### config.mk
export PLATFORM = sky130hd
export DESIGN_NAME = digdug_cpu_busarb
export DESIGN_NICKNAME = d
export VERILOG_FILES = /design/src/rtl/digdug_bus_pkg.sv /design/src/rtl/digdug_rr_arb3.sv /design/src/rtl/digdug_cpu_busarb.sv
export SDC_FILE = /design/constraint.sdc
export NUM_CORES = 1
export LEC_CHECK = 0
export ABC_AREA = 1
export BUFFER_PORTS_ARGS = -buffer_cell sky130_fd_sc_hd__buf_2
export CAP_MARGIN = 25
export CORE_MARGIN = 4
export CORE_UTILIZATION = 43
export CTS_CLUSTER_DIAMETER = 80
export DETAILED_ROUTE_END_ITERATION = 6
export GPL_TIMING_DRIVEN = 0
export PLACE_DENSITY = 0.8
export SETUP_SLACK_MARGIN = 0.15
export SLEW_MARGIN = 20
export SYNTH_ARGS = -nofsm -noshare
export SYNTH_HDL_FRONTEND = slang
export SYNTH_SLANG_ARGS = --single-unit
### constraint.sdc
create_clock -name clkdiv -period 1.76 [get_ports clkdiv]
set_input_delay 0.352 -clock clkdiv [delete_from_list [all_inputs] [get_ports clkdiv]]
set_output_delay 0.352 -clock clkdiv [all_outputs]
set_load 0.02 [all_outputs]
### src/rtl/digdug_bus_pkg.sv
// Shared types and constants for the DigDug CPU-side bus arbiter.
package digdug_bus_pkg;

  typedef enum logic [1:0] {IDLE, ISSUE, WAITRD, ACK} bus_state_t;

  localparam logic [1:0] CPU_MAIN = 2'd0;
  localparam logic [1:0] CPU_SUB  = 2'd1;
  localparam logic [1:0] CPU_SND  = 2'd2;
  localparam logic [1:0] GNT_NONE = 2'd3;

endpackage

### src/rtl/digdug_rr_arb3.sv
// Combinational 3-way round-robin picker: first requester at or after ptr, wrapping mod 3.
module digdug_rr_arb3
  import digdug_bus_pkg::*;
(
  input  logic [2:0] req,
  input  logic [1:0] ptr,
  output logic       valid,
  output logic [1:0] idx
);

  logic [3:0] req4;
  logic [1:0] o0, o1, o2;

  assign req4 = {1'b0, req};

  always_comb begin
    o0 = CPU_MAIN;
    o1 = CPU_SUB;
    o2 = CPU_SND;
    case (ptr)
      CPU_SUB: begin o0 = CPU_SUB; o1 = CPU_SND;  o2 = CPU_MAIN; end
      CPU_SND: begin o0 = CPU_SND; o1 = CPU_MAIN; o2 = CPU_SUB;  end
      default: begin o0 = CPU_MAIN; o1 = CPU_SUB; o2 = CPU_SND;  end
    endcase
    valid = |req;
    idx   = GNT_NONE;
    if (req4[o0])      idx = o0;
    else if (req4[o1]) idx = o1;
    else if (req4[o2]) idx = o2;
  end

endmodule

### src/rtl/digdug_cpu_busarb.sv
// Arbitrates the main/sub/sound Z80 accesses onto the single I/O device bus and
// returns completion strobes and read data to the owning CPU.
module digdug_cpu_busarb
  import digdug_bus_pkg::*;
#(
  parameter int          AW       = 16,
  parameter int          DW       = 8,
  parameter int          RD_LAT   = 1,
  parameter logic [DW-1:0] OPEN_BUS = {DW{1'b1}}
) (
  input  logic          clkdiv,
  input  logic          RESET,
  input  logic [2:0]    RSTS,
  input  logic [2:0]    REQ,
  input  logic [2:0]    REQWR,
  input  logic [AW-1:0] REQAD0,
  input  logic [AW-1:0] REQAD1,
  input  logic [AW-1:0] REQAD2,
  input  logic [DW-1:0] REQDI0,
  input  logic [DW-1:0] REQDI1,
  input  logic [DW-1:0] REQDI2,
  output logic [2:0]    ACK,
  output logic [DW-1:0] RDATA,
  output logic [AW-1:0] AD,
  output logic          WR,
  output logic [DW-1:0] DI,
  output logic          RD,
  input  logic          DV,
  input  logic [DW-1:0] DO,
  output logic [1:0]    GNT
);

  if (RD_LAT < 1 || RD_LAT > 3) begin : g_bad_rd_lat
    $error("digdug_cpu_busarb: RD_LAT must be in 1..3");
  end

  localparam logic [1:0] CNT_INIT = 2'(RD_LAT - 1);

  bus_state_t    state, state_nxt;
  logic [1:0]    ptr, ptr_nxt, cnt, cnt_nxt, gnt_nxt;
  logic          is_wr, is_wr_nxt, abort, abort_nxt, wr_nxt, rd_nxt, lost;
  logic [2:0]    ack_nxt;
  logic [AW-1:0] ad_nxt, pick_ad;
  logic [DW-1:0] di_nxt, rdata_nxt, pick_di;
  logic [3:0]    req4, rsts4, reqwr4;
  logic          pick_valid;
  logic [1:0]    pick_idx;

  assign req4   = {1'b0, REQ};
  assign rsts4  = {1'b0, RSTS};
  assign reqwr4 = {1'b0, REQWR};

  digdug_rr_arb3 u_arb (
    .req   (REQ & ~RSTS),
    .ptr   (ptr),
    .valid (pick_valid),
    .idx   (pick_idx)
  );

  always_comb begin
    case (pick_idx)
      CPU_SUB: begin pick_ad = REQAD1; pick_di = REQDI1; end
      CPU_SND: begin pick_ad = REQAD2; pick_di = REQDI2; end
      default: begin pick_ad = REQAD0; pick_di = REQDI0; end
    endcase
  end

  // The owner losing its request or entering reset mid-transfer only suppresses the
  // CPU-side completion; the bus cycle itself always runs to the end.
  always_comb begin
    state_nxt = state;
    ptr_nxt   = ptr;
    cnt_nxt   = cnt;
    is_wr_nxt = is_wr;
    abort_nxt = abort;
    ad_nxt    = AD;
    di_nxt    = DI;
    wr_nxt    = 1'b0;
    rd_nxt    = RD;
    gnt_nxt   = GNT;
    ack_nxt   = 3'b000;
    rdata_nxt = RDATA;
    lost      = rsts4[GNT] | ~req4[GNT];
    case (state)
      IDLE: begin
        gnt_nxt = GNT_NONE;
        if (pick_valid) begin
          state_nxt = ISSUE;
          gnt_nxt   = pick_idx;
          ad_nxt    = pick_ad;
          di_nxt    = pick_di;
          is_wr_nxt = reqwr4[pick_idx];
          wr_nxt    = reqwr4[pick_idx];
          rd_nxt    = ~reqwr4[pick_idx];
          abort_nxt = 1'b0;
        end
      end
      ISSUE: begin
        abort_nxt = abort | lost;
        if (is_wr) begin
          state_nxt = digdug_bus_pkg::ACK;
          if (!abort_nxt) ack_nxt = 3'b001 << GNT;
        end else begin
          state_nxt = WAITRD;
          cnt_nxt   = CNT_INIT;
        end
      end
      WAITRD: begin
        abort_nxt = abort | lost;
        if (cnt == 2'd0) begin
          state_nxt = digdug_bus_pkg::ACK;
          rd_nxt    = 1'b0;
          if (!abort_nxt) begin
            ack_nxt   = 3'b001 << GNT;
            rdata_nxt = DV ? DO : OPEN_BUS;
          end
        end else begin
          cnt_nxt = cnt - 2'd1;
        end
      end
      digdug_bus_pkg::ACK: begin
        ptr_nxt   = (GNT == CPU_SND) ? CPU_MAIN : GNT + 2'd1;
        gnt_nxt   = GNT_NONE;
        rd_nxt    = 1'b0;
        state_nxt = IDLE;
      end
      default: state_nxt = IDLE;
    endcase
  end

  always_ff @(posedge clkdiv or posedge RESET) begin
    if (RESET) begin
      state <= IDLE;
      ptr   <= CPU_MAIN;
      cnt   <= 2'd0;
      is_wr <= 1'b0;
      abort <= 1'b0;
      AD    <= '0;
      DI    <= '0;
      WR    <= 1'b0;
      RD    <= 1'b0;
      GNT   <= GNT_NONE;
      ACK   <= 3'b000;
      RDATA <= OPEN_BUS;
    end else begin
      state <= state_nxt;
      ptr   <= ptr_nxt;
      cnt   <= cnt_nxt;
      is_wr <= is_wr_nxt;
      abort <= abort_nxt;
      AD    <= ad_nxt;
      DI    <= di_nxt;
      WR    <= wr_nxt;
      RD    <= rd_nxt;
      GNT   <= gnt_nxt;
      ACK   <= ack_nxt;
      RDATA <= rdata_nxt;
    end
  end

endmodule

==> results_dict.tcl, run 1 <==
set metrics [dict create \
    root_buffer "clkbuf_8" \
    dpl_cell_area_um2 3850 \
    cp_top_family "simple AND/OR/NAND/NOR gates" \
    finalCritPeriodShare_pct 124 \
    cellInternalPower_mw 5.46 \
    violations "negative setup slack" \
    cts_sinks 47 \
    max_slew_margin_pct 65.7 \
    coreArea_um2 6790 \
    grt_pass1_vias 3388 \
    finalSetupViolCount 28 \
    endpoint_kind "register" \
    cp.required_ns 1.99 \
    yosys.area.top_type "dfrtp_1" \
    clock.fmax_ghz 0.458 \
    syn_area_um2 3010 \
    antenna_found_initial 0 \
    yosysTopAreaCellShare_pct 30.8 \
    top_layer_used "met4" \
    port_buffers 130 \
    start_kind "register" \
    dr.pass1.iters 5 \
    critical-path-max-stage-delay_ns 0.47 \
    async_flop_share_pct 100 \
    multi_input_area_um2 1800 \
    synth_top_flop_cell "dfrtp_1" \
    power.switching_mw 5.18 \
    final_common_cell "buf_2" \
    fin_ws_ns -0.423 \
    die_h_um 91.6 \
    syn_to_final_growth_pct 55.2 \
    combPwrFrac_pct 73.4 \
    die_w_um 91.6 \
    cts_tree "yes" \
    r2r_cells 13 \
    place.gp.congestion 0.927 \
    crit_path_frequent_cell "nor2_1" \
    drt-initial-drc-count 382 \
    slowest_stage "dfrtp_2" \
    clk_pin_slew_ns 0.10 \
    power_density_nw_per_um2 2280 \
    drc_errors 0 \
    grt_pass1_wl_um 15900 \
    min_period_ns 2.18 \
    wl_um 11100 \
    initial_core_util_pct 44.3 \
    crit_type "register to register" \
    path_cells "ha_4 -> inv_4 -> buf_4 -> nand3_2 -> nand3_1 -> nand2_2 -> nand3_4 -> nand3_2 -> nand2_4 -> buf_6 -> nor2_1 -> nor2_1 -> nor2_1" \
    cap_violations 0 \
    cts_buffer_depth 2 \
    crit_fanout 5 \
    std_cell_rows 30 \
    synth_edf_count 0 \
    seq_area_frac_synth_pct 39.5 \
    avgSynthCellArea_um2 7.09 \
    outcome "complete, but fails checks" \
    p_leak_nw 2.37 \
    grtUsageTotal_pct 23.1 \
    fillers 528 \
    hold_viol 0 \
    grt_setup_unrepaired "true" \
    fin_area_um2 4670 \
    overflow 0 \
    ys_ff_latch 47 \
    insertion_delay_ns 0.31 \
    pwr-share-seq_pct 18.6 \
    htree_levels 2 \
    seq_area_um2 1190 \
    routedWlPerCell_um 15.9 \
    drv_slew 0 \
    drive_gt1_share_pct 47.4 \
    yosysWarningCount 0 \
    dieArea_um2 8400 \
    worst_pin_slew_ns 0.514 \
    met1_length_um 4200 \
    cp_num_buf_inv 3 \
    layout_common_cells "134 x buf_2, 95 x nor2_1, 50 x nand4_1, 43 x inv_1, 36 x dfrtp_1" \
    clock_skew_ns 0.0103 \
    wl_met2_um 5660 \
    io_pins 131 \
    final.setup.tns_ns -9.74 \
    hp-class "input pin to asynchronous set/reset pin" \
    synth_cell_types 28 \
    synth_area_leaders "dfrtp_1 31%, nor2_1 13%, nand4_1 10%, dfstp_2 8.7%, nand3_1 7.5%" \
    drtAntennaViolNets 0 \
    p_clk_share_pct 8.1 \
    diodes 0 \
    ir_drop_uv 1050 \
    syn_nets 524 \
    path_depth 13 \
    vias_per_cell 5.37 \
    num_vias 3734 \
    synth_cells 424 \
    dp_hpwl_um 6950 \
    numCtsBuffers 5 \
    dr_wl_met3_um 833 \
    cp.arrival_ns 2.41 \
    fin_nets 698 \
    grt_max_degree 27 \
    switching_share_pct 48.7 \
]
[what timing repair did]
action                                 CTS  global route
setup endpoints to repair               41            46
resized for setup                       60            77
pin swaps                               33            35
setup buffers                           22             9
hold buffers                             0             0
cloned                                   4             1
endpoints found under the hold margin    0             0
[cell usage after synthesis (2+ instances only)]
library cell and n:
clkbuf_1 7, a21oi_1 3, buf_2 11, nor2_1 101, nand2_2 5, ha_1 8
o22ai_1 2, nor3_1 2, dfrtp_1 37, dfstp_2 10, inv_2 5, nand2_1 44
inv_1 52, nand4_1 50, nand3_2 3, buf_6 2, nor2_4 2, o21ai_0 26
nand3_1 45
[logic make-up after synthesis]
logic type               share of synthesized area, %
AO/OA/AOI/OAI                                    6.74
adder cells (fa/ha/maj)                          3.33
buffers and inverters                            10.7
flip-flops                                       39.5
AND/OR/NAND/NOR                                  39.7
[through the flow]
stage | total power [mW] | setup slack [ns] | hold slack (ns) | instances | util, %
global route | 11.3 | -0.501 | 0.102 | 695 | 68.7
global placement | 7.07 | -0.336 | 0.465 | 650 | 56.3
floorplan | 5.82 | -0.101 | 0.453 | 424 | -
CTS | 9.39 | -0.275 | 0.0685 | 685 | 64.0
finish | 10.6 | -0.423 | 0.0688 | 695 | 68.7
detailed placement | 7.23 | -0.387 | 0.408 | 651 | 56.6
[sequential cells by signal (all words and copies together) (netlist names), 2 cells and up]
signal and count:
RDATA 8, ptr 2, ACK 3, DI 8, state 2, GNT 2, cnt 2, AD 16
[power by group through the flow]
stage	combinational [mW]	sequential, mW	clock [mW]
after floorplan	3.38	2.44	0
after global placement	5.13	1.94	0
after detailed placement	5.27	1.96	0
after CTS	6.58	1.95	0.856
after global routing	8.33	2.03	0.921
final	7.80	1.98	0.858
[cell type report]
cell class              instances  area share, %
plain buffers                  21           4.05
clock buffers                   6           1.77
clock inverters                 2          0.750
inverters                      57           4.85
multi-input cells             299           38.6
flip-flops and latches         47           25.5
well taps                      96           2.57
repair buffers                167           21.9
[metal layers]
| metal | up-vias | global-route usage, % |
|---|---|---|
| met3 | 38 | 3.94 |
| li1 | 1750 | - |
| met5 | - | 0 |
| met2 | 197 | 40.3 |
| met4 | 0 | 8.17 |
| met1 | 1749 | 28.5 |
[path summary, 6_finish.rpt]
path / startpoint / endpoint / slack [ns]
worst max-delay path: ptr[1]$_DFFE_PP0P_ / AD[4]$_DFFE_PP0P_ / -0.42
worst min-delay path: RESET / AD[12]$_DFFE_PP0P_ / 0.07
worst max register to register: ptr[1]$_DFFE_PP0P_ / AD[4]$_DFFE_PP0P_ / -0.42
worst min register to register: RDATA[2]$_DFFE_PP1P_ / RDATA[2]$_DFFE_PP1P_ / 0.47
max in group asynchronous: RESET / GNT[0]$_DFFE_PP1P_ / 1.09
min in group clkdiv: DO[3] / RDATA[3]$_DFFE_PP1P_ / 0.25
Power figures use the tool's default switching activity.
==> run 2, diff against run 1 <==
CELL_PAD_IN_SITES_DETAIL_PLACEMENT = 2   (was default)
CELL_PAD_IN_SITES_GLOBAL_PLACEMENT = 2   (was default)
CORE_UTILIZATION = 22   (was 43)
PLACE_DENSITY = 0.79   (was 0.8)
==> results_dict.tcl, run 2 (synthesis results as in run 1) <==
set metrics [dict create \
    cts_sinks 47 \
    io_pins 131 \
    crit_type "register to register" \
    max_slew_margin_pct 66.7 \
    timing.rr.start "ptr[0]$_DFFE_PP0P_" \
    std_cell_rows 42 \
    timing.rr.end "AD[3]$_DFFE_PP0P_" \
    htree_levels 2 \
    grt_setup_unrepaired "true" \
    routedWlPerCell_um 18.3 \
    dieArea_um2 15600 \
    hold_viol 0 \
    initial_core_util_pct 22.6 \
    port_buffers 130 \
    layout_common_cells "130 x buf_2, 72 x nor2_1, 50 x nand4_1, 42 x inv_1, 37 x nand3_1" \
    fin_ws_ns -0.375 \
    grtUsageTotal_pct 17.2 \
    violations "negative setup slack" \
    regMostFlops "AD" \
    fillers 1519 \
    cts_tree "yes" \
    clock_skew_ns 0.00699 \
    ctsHoldBuffers 0 \
    grt_pass1_wl_um 21900 \
    ir_drop_uv 869 \
    vias_per_cell 4.69 \
    placedCellCount 732 \
    finalNonFillerCells 772 \
    overflow 0 \
    die_w_um 125 \
    hp-class "input pin to asynchronous set/reset pin" \
    cts_buffer_depth 2 \
    finalCritPeriodShare_pct 121 \
    die_h_um 125 \
    drtAntennaViolNets 0 \
    min_period_ns 2.14 \
    start_kind "register" \
    power_density_nw_per_um2 2330 \
    insertion_delay_ns 0.30 \
    drc_errors 0 \
    worst_pin_slew_ns 0.500 \
    largest_reg_flops 16 \
    clk_pin_slew_ns 0.07 \
    drv_slew 0 \
    drt-initial-drc-count 124 \
    root_buffer "clkbuf_16" \
    antenna_found_initial 0 \
    num_vias 3617 \
    drive_gt1_share_pct 49.6 \
    wl_um 14200 \
    dp_slack_ns -0.571 \
    grt_pass1_vias 4140 \
    reg_top3 "AD (16), DI (8), RDATA (8)" \
    whs_ns 0.0289 \
    regToRegSetupSlack_ns -0.38 \
    outcome "complete, but fails checks" \
    grt_max_degree 19 \
    fin_nets 694 \
    r2r_cells 15 \
    syn_to_final_growth_pct 62.9 \
    cp.arrival_ns 2.33 \
    p_leak_nw 2.37 \
    finalSetupViolCount 29 \
    place.gp.congestion 0.761 \
    cp.required_ns 1.95 \
    dr.pass1.iters 4 \
    numCtsBuffers 5 \
    coreArea_um2 13300 \
    p_total_mw 11.4 \
    cap_violations 0 \
    crit_fanout 5 \
    endpoint_kind "register" \
    dp_hpwl_um 10300 \
    final_common_cell "buf_2" \
    clock.fmax_ghz 0.468 \
]
## run 2: how the worst max path moves through the flow
| stage | from | endpoint | slack (ns) |
|---|---|---|---|
| 3_5_place_dp | ptr[0]$_DFFE_PP0P_ | AD[14]$_DFFE_PP0P_ | -0.57 |
| 4_1_cts | ptr[0]$_DFFE_PP0P_ | AD[0]$_DFFE_PP0P_ | -0.33 |
| 3_3_place_gp | RESET | DI[4]$_DFFE_PP0P_ | -0.51 |
| 5_1_grt | ptr[0]$_DFFE_PP0P_ | DI[1]$_DFFE_PP0P_ | -0.50 |
| 2_1_floorplan | ptr[0]$_DFFE_PP0P_ | AD[5]$_DFFE_PP0P_ | -0.10 |
| 6_report | ptr[0]$_DFFE_PP0P_ | AD[3]$_DFFE_PP0P_ | -0.38 |
## run 2: power breakdown
part           internal (mW)  switching (mW)  total, mW
Sequential              1.66           0.332       1.99
Clock                  0.671           0.453       1.12
Combinational           3.39            4.90       8.30
Total                   5.73            5.69       11.4
## run 2: critical path: stages, from the launching register on
cell and delay (ns):
dfrtp_1 0.41, buf_4 0.15, ha_4 0.18, inv_6 0.09, nand3_2 0.09, nand2_4 0.10, nand2_4 0.08, nand2_2 0.13
nand2_2 0.08, nand2_4 0.12, nand3_4 0.10, nand2_8 0.13, clkbuf_16 0.17, nor2_4 0.03, nor2_2 0.10, nor2_1 0.06
## run 2: cell type report
| type | count | area [um^2] | share of cell area [%] |
|---|---|---|---|
| Antenna cell | 1 | 2.50 | 0.0511 |
| Timing Repair Buffer | 162 | 997 | 20.4 |
| Clock inverter | 3 | 43.8 | 0.894 |
| Sequential cell | 47 | 1190 | 24.3 |
| Tap cell | 176 | 220 | 4.50 |
| Inverter | 57 | 229 | 4.67 |
| Clock buffer | 5 | 125 | 2.55 |
| Buffer | 21 | 195 | 3.98 |
| Multi-Input combinational cell | 300 | 1900 | 38.7 |
## run 2: metrics by stage
| stage | area, um^2 | setup TNS, ns | util (%) |
|---|---|---|---|
| global placement | 3930 | -28.53 | 29.5 |
| floorplan | 3060 | -2.01 | - |
| CTS | 4680 | -8.05 | 35.2 |
| detailed placement | 3980 | -15.49 | 30.0 |
| global route | 4900 | -13.23 | 36.8 |
| finish | 4900 | -9.51 | 36.8 |
## run 2: per-layer routing
| layer | part of all wire [%] | vias up | global-route usage [%] |
|---|---|---|---|
| met5 | 0 | - | 0 |
| met4 | 0.97 | 0 | 3.25 |
| met3 | 4.0 | 7 | 3.54 |
| met2 | 54 | 78 | 32.8 |
| met1 | 41 | 1781 | 20.0 |
| li1 | - | 1751 | - |
## run 2: what timing repair did
action | in CTS | in global routing
pin swaps | 31 | 38
buffers inserted | 23 | 5
setup endpoints to repair | 45 | 46
gates resized for setup | 99 | 52
gates cloned | 2 | 1
==> run 3, diff against run 2 <==
PLACE_DENSITY = default   (was 0.79)
PLACE_DENSITY_LB_ADDON = 0.3   (was default)
==> results_dict.tcl, run 3 (synthesis results as in run 1) <==
set metrics [dict create \
    outcome "complete, but fails checks" \
    violations "negative setup slack" \
    combPwrFrac_pct 71.9 \
    grtUsageTotal_pct 16.4 \
    fin_nets 700 \
    critical-path-max-stage-delay_ns 0.44 \
    crit_type "register to register" \
    die_h_um 125 \
    syn_to_final_growth_pct 59.7 \
    numCtsBuffers 5 \
    cellInternalPower_mw 5.39 \
    cts_tree "yes" \
    place.gp.congestion 0.815 \
    fin_area_um2 4800 \
    drtAntennaViolNets 0 \
    reg_top3 "AD (16), DI (8), RDATA (8)" \
    insertion_delay_ns 0.30 \
    finalCritPeriodShare_pct 121 \
    min_period_ns 2.13 \
    timing.rr.end "DI[1]$_DFFE_PP0P_" \
    hold_viol 0 \
    grt_pass1_wl_um 20700 \
    grt_max_degree 27 \
    p_leak_nw 2.41 \
    dpl_cell_area_um2 3950 \
    crit_end "DI[1]$_DFFE_PP0P_" \
    start_kind "register" \
    regToRegSetupSlack_ns -0.37 \
    grt_pass1_vias 3995 \
    dieArea_um2 15600 \
    overflow 0 \
    htree_levels 2 \
    clock_skew_ns 0.00764 \
    die_w_um 125 \
    drc_errors 0 \
    p_clk_share_pct 9.7 \
    num_vias 3613 \
    io_pins 131 \
    finalSetupViolCount 29 \
    fin_ws_ns -0.368 \
    slowest_stage "dfrtp_1" \
    clock.fmax_ghz 0.470 \
    port_buffers 130 \
    crit_path_start "ptr[0]$_DFFE_PP0P_" \
    final_common_cell "buf_2" \
    regMostFlops "AD" \
    fin_util_pct 36.1 \
    ir_drop_uv 693 \
    cts_buffer_depth 2 \
    switching_share_pct 50.1 \
    diodes 0 \
    layout_common_cells "135 x buf_2, 97 x nor2_1, 50 x nand4_1, 43 x inv_1, 36 x dfrtp_1" \
    drt-initial-drc-count 118 \
    power.switching_mw 5.41 \
    hp-class "input pin to asynchronous set/reset pin" \
    p_total_mw 10.8 \
    grt_setup_unrepaired "true" \
    routedWlPerCell_um 17.5 \
    cp.required_ns 1.96 \
    clk_pin_slew_ns 0.08 \
    crit_path_frequent_cell "nor2_1" \
    path_cells "inv_2 -> ha_4 -> inv_4 -> nand4_1 -> buf_4 -> nand3_2 -> nor2_2 -> nor2_4 -> nand3_4 -> nand2_8 -> buf_4 -> nor2_1 -> nor2_1 -> nor2_1" \
    antenna_found_initial 0 \
    r2r_cells 14 \
    initial_core_util_pct 22.6 \
    crit_fanout 5 \
    drv_slew 0 \
    largest_reg_flops 16 \
    ctsHoldBuffers 0 \
    dr.pass1.iters 4 \
    endpoint_kind "register" \
    timing.rr.start "ptr[0]$_DFFE_PP0P_" \
    drive_gt1_share_pct 46.4 \
    worst_pin_slew_ns 0.638 \
    vias_per_cell 4.65 \
    wl_um 13600 \
    cap_violations 0 \
    pwr-share-seq_pct 18.4 \
    std_cell_rows 42 \
    power_density_nw_per_um2 2250 \
    max_slew_margin_pct 57.4 \
    finalNonFillerCells 777 \
    whs_ns 0.128 \
    root_buffer "clkbuf_16" \
    dp_hpwl_um 9730 \
    cts_sinks 47 \
    placedCellCount 731 \
    cp.arrival_ns 2.32 \
    coreArea_um2 13300 \
]
run 3: area by class of cell:
type / instances / area, um^2
buffer: 21 / 178
clock buffer: 5 / 125
clock inverter: 3 / 26.3
fill: 1570 / 8490
inverter: 57 / 226
multi-input combinational: 300 / 1840
sequential: 47 / 1190
tap: 176 / 220
timing repair buffer: 168 / 1000
run 3: metal layers:
layer / up-vias / wire length (um) / share of wire (%) / track usage, %
li1: 1759 / - / - / -
met1: 1760 / 5550 / 41 / 18.8
met2: 77 / 7280 / 53 / 30.9
met3: 17 / 529 / 3.9 / 3.54
met4: 0 / 249 / 1.8 / 4.02
met5: - / 0 / 0 / 0
run 3: what timing repair did:
action | in CTS | in global routing
endpoints found under the setup margin | 45 | 45
gates cloned | 4 | 0
buffers inserted | 25 | 9
gates resized for setup | 71 | 55
pin swaps | 11 | 11
run 3: stage by stage:
stage | setup slack (ns) | TNS (ns)
finish | -0.368 | -9.23
global route | -0.469 | -12.34
CTS | -0.307 | -7.76
detailed placement | -0.527 | -13.89
global placement | -0.561 | -32.48
floorplan | -0.101 | -2.01
run 3: power by group through the flow:
stage / logic, mW / registers (mW) / clock network [mW]
finish: 7.76 / 1.99 / 1.05
global route: 8.49 / 2.06 / 1.13
CTS: 7.34 / 1.98 / 1.09
detailed placement: 5.62 / 2.00 / 0
global placement: 5.43 / 1.96 / 0
floorplan: 3.38 / 2.44 / 0
run 3: worst min-delay path by stage:
stage	from	end	slack (ns)	cells after the start
6_report	RESET	AD[11]$_DFFE_PP0P_	0.13	2
5_1_grt	RESET	cnt[1]$_DFFE_PP0P_	0.16	2
4_1_cts	RESET	AD[11]$_DFFE_PP0P_	0.13	2
3_5_place_dp	RESET	AD[11]$_DFFE_PP0P_	0.47	2
3_3_place_gp	cnt[1]$_DFFE_PP0P_	cnt[1]$_DFFE_PP0P_	0.47	2
2_1_floorplan	cnt[1]$_DFFE_PP0P_	cnt[1]$_DFFE_PP0P_	0.45	2
run 3: critical path: cells and delay by family (launching register included):
kind | cells | cell delay [ns]
fa+ha+maj | 1 | 0.22
buf+inv | 4 | 0.51
flops | 1 | 0.44
simple gates | 9 | 0.84
